[src/rtl/cb_config_chain.sv]
// cb_config_chain
// ---------------
// Configuration shift chain for one connection block. Words shift serially
// into a shadow register while cfg_en is high, then a commit copies the
// shadow into the active register that drives the connection block's c bus.
// A capture copies the active configuration back into the shadow so it can
// be shifted out for readback. Blocks daisy-chain through cfg_out.
//
// Parameters
//   CFG_W   : number of configuration bits on c
//   WORD_W  : bits shifted per enabled cycle (1..32)
//
// Ports
//   clk      in   clock, all state updates on the rising edge
//   rst_n    in   asynchronous active-low reset
//   cfg_en   in   shift one word this cycle
//   cfg_in   in   [WORD_W] word entering the chain
//   cfg_out  out  [WORD_W] word leaving the chain on the next shift
//   commit   in   copy shadow to active (only when full)
//   capture  in   copy active to shadow for readback
//   err_clr  in   clear the sticky error flag
//   c        out  [CFG_W] active configuration (registered)
//   c_valid  out  high once any commit has succeeded
//   full     out  shadow holds a complete NWORDS-word load
//   cfg_err  out  sticky error flag
//
// Control priority, highest first:
//   commit & capture -> nothing acts, error raised
//   capture          -> shadow <= active (zero padded), count <= NWORDS
//   commit           -> if full: active <= shadow, c_valid, count <= 0
//                       else error; the shadow is left untouched either way
//   cfg_en           -> shift one word, count saturates at NWORDS
module cb_config_chain #(
    parameter int CFG_W  = 202,
    parameter int WORD_W = 8
) (
    input  logic              clk,
    input  logic              rst_n,
    input  logic              cfg_en,
    input  logic [WORD_W-1:0] cfg_in,
    output logic [WORD_W-1:0] cfg_out,
    input  logic              commit,
    input  logic              capture,
    input  logic              err_clr,
    output logic [CFG_W-1:0]  c,
    output logic              c_valid,
    output logic              full,
    output logic              cfg_err
);

    localparam int NWORDS   = (CFG_W + WORD_W - 1) / WORD_W;
    localparam int SHADOW_W = NWORDS * WORD_W;
    localparam int CNT_W    = $clog2(NWORDS + 1);
    localparam logic [CNT_W-1:0] CNT_FULL = CNT_W'(NWORDS);

    logic [SHADOW_W-1:0] shadow;
    logic [SHADOW_W-1:0] shadow_shift;
    logic [SHADOW_W-1:0] shadow_cap;
    logic [CFG_W-1:0]    active;
    logic [CNT_W-1:0]    count;
    logic                err_set;

    // Next shadow on a shift: every word moves down one slot and the new
    // word enters at the top, so the oldest word sits in the bottom slot
    // and is what cfg_out presents to the next block.
    always_comb begin
        shadow_shift = '0;
        for (int i = 0; i < NWORDS - 1; i++) begin
            shadow_shift[i*WORD_W +: WORD_W] = shadow[(i+1)*WORD_W +: WORD_W];
        end
        shadow_shift[(NWORDS-1)*WORD_W +: WORD_W] = cfg_in;
    end

    // Readback image: active configuration with pad bits forced to zero.
    always_comb begin
        shadow_cap              = '0;
        shadow_cap[CFG_W-1:0]   = active;
    end

    assign full    = (count == CNT_FULL);
    assign err_set = commit & (capture | ~full);

    always_ff @(posedge clk or negedge rst_n) begin
        if (!rst_n) begin
            shadow  <= '0;
            active  <= '0;
            count   <= '0;
            c_valid <= 1'b0;
            cfg_err <= 1'b0;
        end else begin
            // A new error wins over a concurrent clear.
            cfg_err <= err_set | (cfg_err & ~err_clr);

            if (commit && capture) begin
                // Conflicting request: hold all state, error flagged above.
            end else if (capture) begin
                shadow <= shadow_cap;
                count  <= CNT_FULL;
            end else if (commit) begin
                // Acts on the pre-shift shadow; any concurrent shift is lost.
                if (full) begin
                    active  <= shadow[CFG_W-1:0];
                    c_valid <= 1'b1;
                    count   <= '0;
                end
            end else if (cfg_en) begin
                shadow <= shadow_shift;
                // Shifts beyond a full load are daisy-chain pass-through.
                if (!full) begin
                    count <= count + CNT_W'(1);
                end
            end
        end
    end

    assign c       = active;
    assign cfg_out = shadow[WORD_W-1:0];

endmodule
[config.mk]
export PLATFORM = sky130hd
export DESIGN_NAME = cb_config_chain
export DESIGN_NICKNAME = d
export VERILOG_FILES = /design/src/rtl/cb_config_chain.sv
export SDC_FILE = /design/constraint.sdc
export NUM_CORES = 1
export LEC_CHECK = 0
export ABC_AREA = 0
export BUFFER_PORTS_ARGS = -buffer_cell sky130_fd_sc_hd__buf_2
export CORE_ASPECT_RATIO = 1.4
export CORE_MARGIN = 1.5
export CORE_UTILIZATION = 52
export DETAILED_ROUTE_END_ITERATION = 7
export GPL_TIMING_DRIVEN = 0
export PLACE_DENSITY = 0.75
export REMOVE_ABC_BUFFERS = 1
export SETUP_SLACK_MARGIN = 0.5
export SLEW_MARGIN = 10
export SYNTH_ARGS = -nofsm -noshare
export SYNTH_HDL_FRONTEND = slang
export SYNTH_SLANG_ARGS = --single-unit
[constraint.sdc]
create_clock -name clk -period 1.8 [get_ports clk]
set_clock_uncertainty 0.05 [all_clocks]
set_input_delay 0.18 -clock clk [delete_from_list [all_inputs] [get_ports clk]]
set_output_delay 0.18 -clock clk [all_outputs]
set_load 0.1 [all_outputs]
# ---- Word level (Yosys, flattened, before mapping)
# Index checks and enable logic that the tools add are counted.
dict set report totals {
  ff_bits 417
  latch_bits 0
  ram_bits 0
  rom_bits 0
  input_bits 14
  out_inout_bits 213
  word_cells 32
  memories 0
}
dict set report classes {
  add_sub_neg 1
  n_mul 0
  n_div 0
  order_cmp 0
  eq_ne 4
  n_shift 0
  n_mux 8
  bitwise_logic 8
  n_reduce_logical 6
}
# cell n
set ops {}
lappend ops {{208-bit 2-to-1 mux} 3}
lappend ops {{5-bit 2-to-1 mux} 5}
lappend ops {{4-bit AND reduction} 2}
lappend ops {{5-bit by 1-bit adder with 5-bit output, second input constant} 1}
lappend ops {{5-bit equality test, second input constant} 1}
lappend ops {{1-bit inverter} 4}
lappend ops {{3-bit by 1-bit inequality test with 1-bit output, second input constant} 1}
lappend ops {{3-bit inequality test, second input constant} 1}
lappend ops {{3-bit AND reduction} 1}
lappend ops {{3-bit nonzero test} 1}
lappend ops {{1-bit bitwise AND} 2}
lappend ops {{2-bit by 1-bit inequality test with 1-bit output, second input constant} 1}
lappend ops {{1-bit OR} 2}
lappend ops {{2-bit nonzero test} 1}
lappend ops {{1-bit logical AND} 1}

# ---- Logic depth before layout (Yosys ltp)
dict set report logic_depth {
  depth_word 5
  mapped_depth 9
  depth_no_buf 6
}

# ---- Worst setup path before layout
# Ideal clock, no wire load.
dict set report synth_timing {
  kind {reg-to-reg}
  from {register count[0]}
  to {register active[100] (netlist: c[100])}
  setup_ns 0.126
  t_arrival_ns 2.161
  t_required_ns 1.624
  setup_slack_ns -0.538
  stages_incl_launch_ff 10
  path_buffers 3
  period_less_slack_ns 2.338
  cell_sequence {dfrtp_1 inv_1 ha_1 nand4b_4 inv_2 and3_4 buf_6 buf_8 buf_8 mux2_4}
}
dict set report synth_via {
  elab_chain_cells 2
}
# element line_no
set synth_lines {}
lappend synth_lines {{start: declaration} 60} ;# logic [CNT_W-1:0] count;
lappend synth_lines {{start signal: assignment} 110} ;# count <= count + CNT_W'(1);
lappend synth_lines {{5-bit equality test} 80} ;# assign full = (count == CNT_FULL);
lappend synth_lines {{via full} 47} ;# output logic full,
lappend synth_lines {{4-bit AND reduction (no source line)} --}
lappend synth_lines {{end signal: assignment} 102} ;# active <= shadow[CFG_W-1:0];
lappend synth_lines {{end: declaration} 59} ;# logic [CFG_W-1:0] active;
# The timed path passes the listed nets, and every way through them passes these cells.
# A chain may end at the register's enable or synchronous reset.

# ---- Final worst setup path
dict set report layout_timing {
  from {register count[0]}
  to {register active[76] (netlist: c[76])}
}
dict set report layout_via {
  elab_chain_cells 2
}
# element line_no
set layout_lines {}
lappend layout_lines {{5-bit equality test} 80}
lappend layout_lines {{4-bit AND reduction (no source line)} --}
# Every way passes these cells.

==> results by group <==
Synth
  – Area leader, netlist: dfrtp_1
  – Async set-or-reset flop fraction in the synthesized netlist: 100%
  – Yosys warnings: 0
  – Post-synth top area share: 57.7%
  – Unique masters post-synth: 34
  – Adder-cell area share of the yosys netlist: 0.138%
  – Most common cell in the synthesized netlist: dfrtp_1
  – #FFs+latches synth: approximately 420
  – Largest family of logic cells by synthesized area: multiplexers
  – Mux share of post-synthesis cell area: a little over a quarter
  – Post-Synth XOR/XNOR Area: 0%
  – Seq/Total Area, Yosys: about 58%
  – Cells after synthesis: roughly 1400
  – Simple-gate share of the synthesized area: 4.95%
  – Synthesized cell area: 18100 um2
  – Synth area leaders: dfrtp_1, mux2_4, mux2i_1, o21ai_0, nand2_1
  – Synth Area in Compound Gates: 6.73%
  – Post-synth top flop: dfrtp_1
  – Post-synth EDFFs: 0
  – Commonest cells in the netlist: dfrtp_1, o21ai_0, nand2_1, mux2i_1, mux2_4
  – Synthesized area per cell: between 10 and 15 um2

Clock tree
  – Clock transition at path regs: 0.06 ns
  – Hold_buf cts: 9
  – Clock Root Buffer: clkbuf_16
  – Clk_lat worst skew: around 0.54 ns
  – CTS Sinks: roughly 420
  – H-tree depth reported by CTS: 2
  – Longest Clk Path Bufs: 3
  – TritonCTS clock tree: built
  – CTS buffer count: just over 40

Final layout
  – Area growth syn-to-layout: 37.6%
  – Antenna cells: 0
  – Post-Layout Cell Count: around 2200
  – Fin util: 72.9%
  – Share of post-route cells with drive strength above 1: between 30% and 40%
  – # nets final: 1732

Power and ir drop
  – Leakage Power: 12.1 nW
  – Internal: approximately 18 mW
  – Net Sw Frac: approximately a third
  – Psw: 9.14 mW
  – Combinational Power Share: between 20% and 30%
  – Worst VDD drop: 0.00148 V
  – Total power: around 27 mW
  – Clock share of power: approximately a third
  – Flop pwr share: about 40%
  – Power Density: between 1000 and 1500 nW/um2

Floorplanning
  – Die height: between 200 and 250 um
  – Die width: ~160 um
  – Initial Utilization: 53.0%
  – Core area: 34100 um2
  – Std-Cell Rows: 80
  – Die footprint: 35900 um2
  – Io pins: between 200 and 250

Global route
  – Largest net degree at the start of global routing: roughly 120
  – First-pass GRT wire length: around 69 mm
  – GRT Total Usage: approximately a quarter
  – Vias in the first global route: roughly 12000
  – Total grt overflow: 0
  – Initial antenna violation count: 0

Setup path
  – Crit end category: flop
  – Crit path max fanout: 10
  – Worst Reg-to-Reg Cells: 9
  – Worst Setup Start Kind: flop
  – Crit path required time: ~2.2 ns
  – CP arrival: about 2.4 ns
  – Crit Path Class: flop to flop

Drt
  – Pre-Repair DR Iteration Count: 5
  – Drt via density: about 5.6
  – Avg WL per Cell: ~22 um
  – ANT nets after route: 0
  – Via count: roughly 12000
  – Initial DRC count: 987
  – # DRC: 0
  – Total Wirelength: about 48 mm

Timing
  – Min Hold Slack: -0.406 ns
  – Setup_tns: -42.21 ns
  – Slew headroom: between 50% and 60%
  – Slew @ Worst Pin: ~0.75 ns
  – Fin crit period: about 2 ns
  – Tcrit/Tclk final: 114%
  – Setup ws final: -0.254 ns
  – Max Slew Vio Count: 0
  – Hold Vio Cnt, Final: 86
  – RSZ-0062 raised after global routing: yes
  – Fmax: approximately 500 MHz
  – Finish-stage setup viols: slightly above 200

Placement
  – Placer Congestion: ~0.73
  – Cells after DPL: between 1500 and 2000
  – DP Wirelength: 22.5 mm
  – I/O Buffers: between 200 and 250

Status
  – Failing checks: negative hold slack, negative setup slack
  – Status: complete, but fails checks

Worst hold path
  – Worst Hold Class: input port to asynchronous set/reset pin

Run
  – Max cap viols: 0
-- per-layer routing --
metal,share of wire (%),vias to the layer above,global-route usage (%)
li1,-,5478,-
met1,41,6313,31.2
met2,51,336,40.3
met3,4.5,104,4.18
met4,3.0,0,7.75
met5,0,-,0
-- flip-flops by register name (all words and copies together) (netlist names) --
name and cells:
c 202, c_valid 1, cfg_err 1, count 5
shadow 208
-- cells in the final DEF, fill, tap and decap left out, types with 2 or more instances in the layout --
master and n:
dlygate4sd3_1 9, clkbuf_16 52, buf_16 34, and4_1 2, nor2_1 2, dfrtp_2 37, mux2_4 201, bufinv_16 3
clkbuf_1 10, o211ai_1 2, buf_8 3, a22oi_1 5, mux2i_1 202, nor3_1 2, dfrtp_1 380, clkinvlp_4 2
buf_4 97, o21ai_0 211, a211oi_1 2, a2111oi_4 2, buf_2 109, bufbuf_16 6, clkbuf_8 8, nand2_1 208
inv_1 5, and3_1 2, buf_6 2, inv_2 2, clkinv_2 7, buf_12 122
-- kinds of logic after synthesis --
kind of cell | after synthesis
simple gates | 223
mux | 404
buf+inv | 108
compound gates | 226
flops | 417
fa+ha+maj | 2
-- area by class of cell --
| class | instances | area, um2 |
|---|---|---|
| fill | 2001 | 9250 |
| sequential | 417 | 10500 |
| tap | 451 | 564 |
| timing repair buffer | 393 | 5280 |
| clock buffer | 59 | 1170 |
| clock inverter | 12 | 140 |
| multi-input combinational | 856 | 7220 |
| inverter | 7 | 26.3 |
-- worst paths after layout --
kind                           from          end  slack (ns)
max                        count[0]        c[76]       -0.25
min                           rst_n        c[10]       -0.41
max reg2reg                count[0]        c[76]       -0.25
min reg2reg                 c_valid      c_valid        0.42
max in group asynchronous     rst_n        c[81]        0.52
min in group clk             commit  shadow[205]        0.04
-- timing repair --
action                                 4_1_cts  5_1_grt
setup buffers                               40       63
endpoints found under the hold margin       95       86
pin swaps                                    2        1
resized for setup                          151      524
setup endpoints to repair                  625      579
cloned                                      25       11
-- stage by stage --
| stage | setup slack, ns | instance area, um2 |
|---|---|---|
| after floorplan | -5.83 | 17400 |
| after global placement | -17.37 | 19100 |
| after detailed placement | -1.16 | 19700 |
| after CTS | -0.195 | 22600 |
| after global routing | -0.280 | 24900 |
| final | -0.254 | 24900 |
-- power by group through the flow --
| stage | Clock [mW] | Combinational (mW) | Sequential [mW] |
|---|---|---|---|
| detailed placement | 0 | 5.66 | 10.9 |
| global placement | 0 | 5.62 | 10.8 |
| floorplan | 0 | 2.04 | 13.1 |
| finish | 8.63 | 7.79 | 10.9 |
| global route | 9.12 | 8.07 | 10.9 |
| CTS | 8.68 | 6.77 | 10.7 |
-- critical path, stage by stage (launching register included) --
cell and delay (ns):
dfrtp_1 0.40, inv_2 0.09, ha_4 0.14, nand4b_4 0.12, inv_2 0.09, and3_4 0.23
buf_12 0.13, buf_16 0.15, clkbuf_16 0.20, mux2_4 0.30
Power figures use the tool's default switching activity.
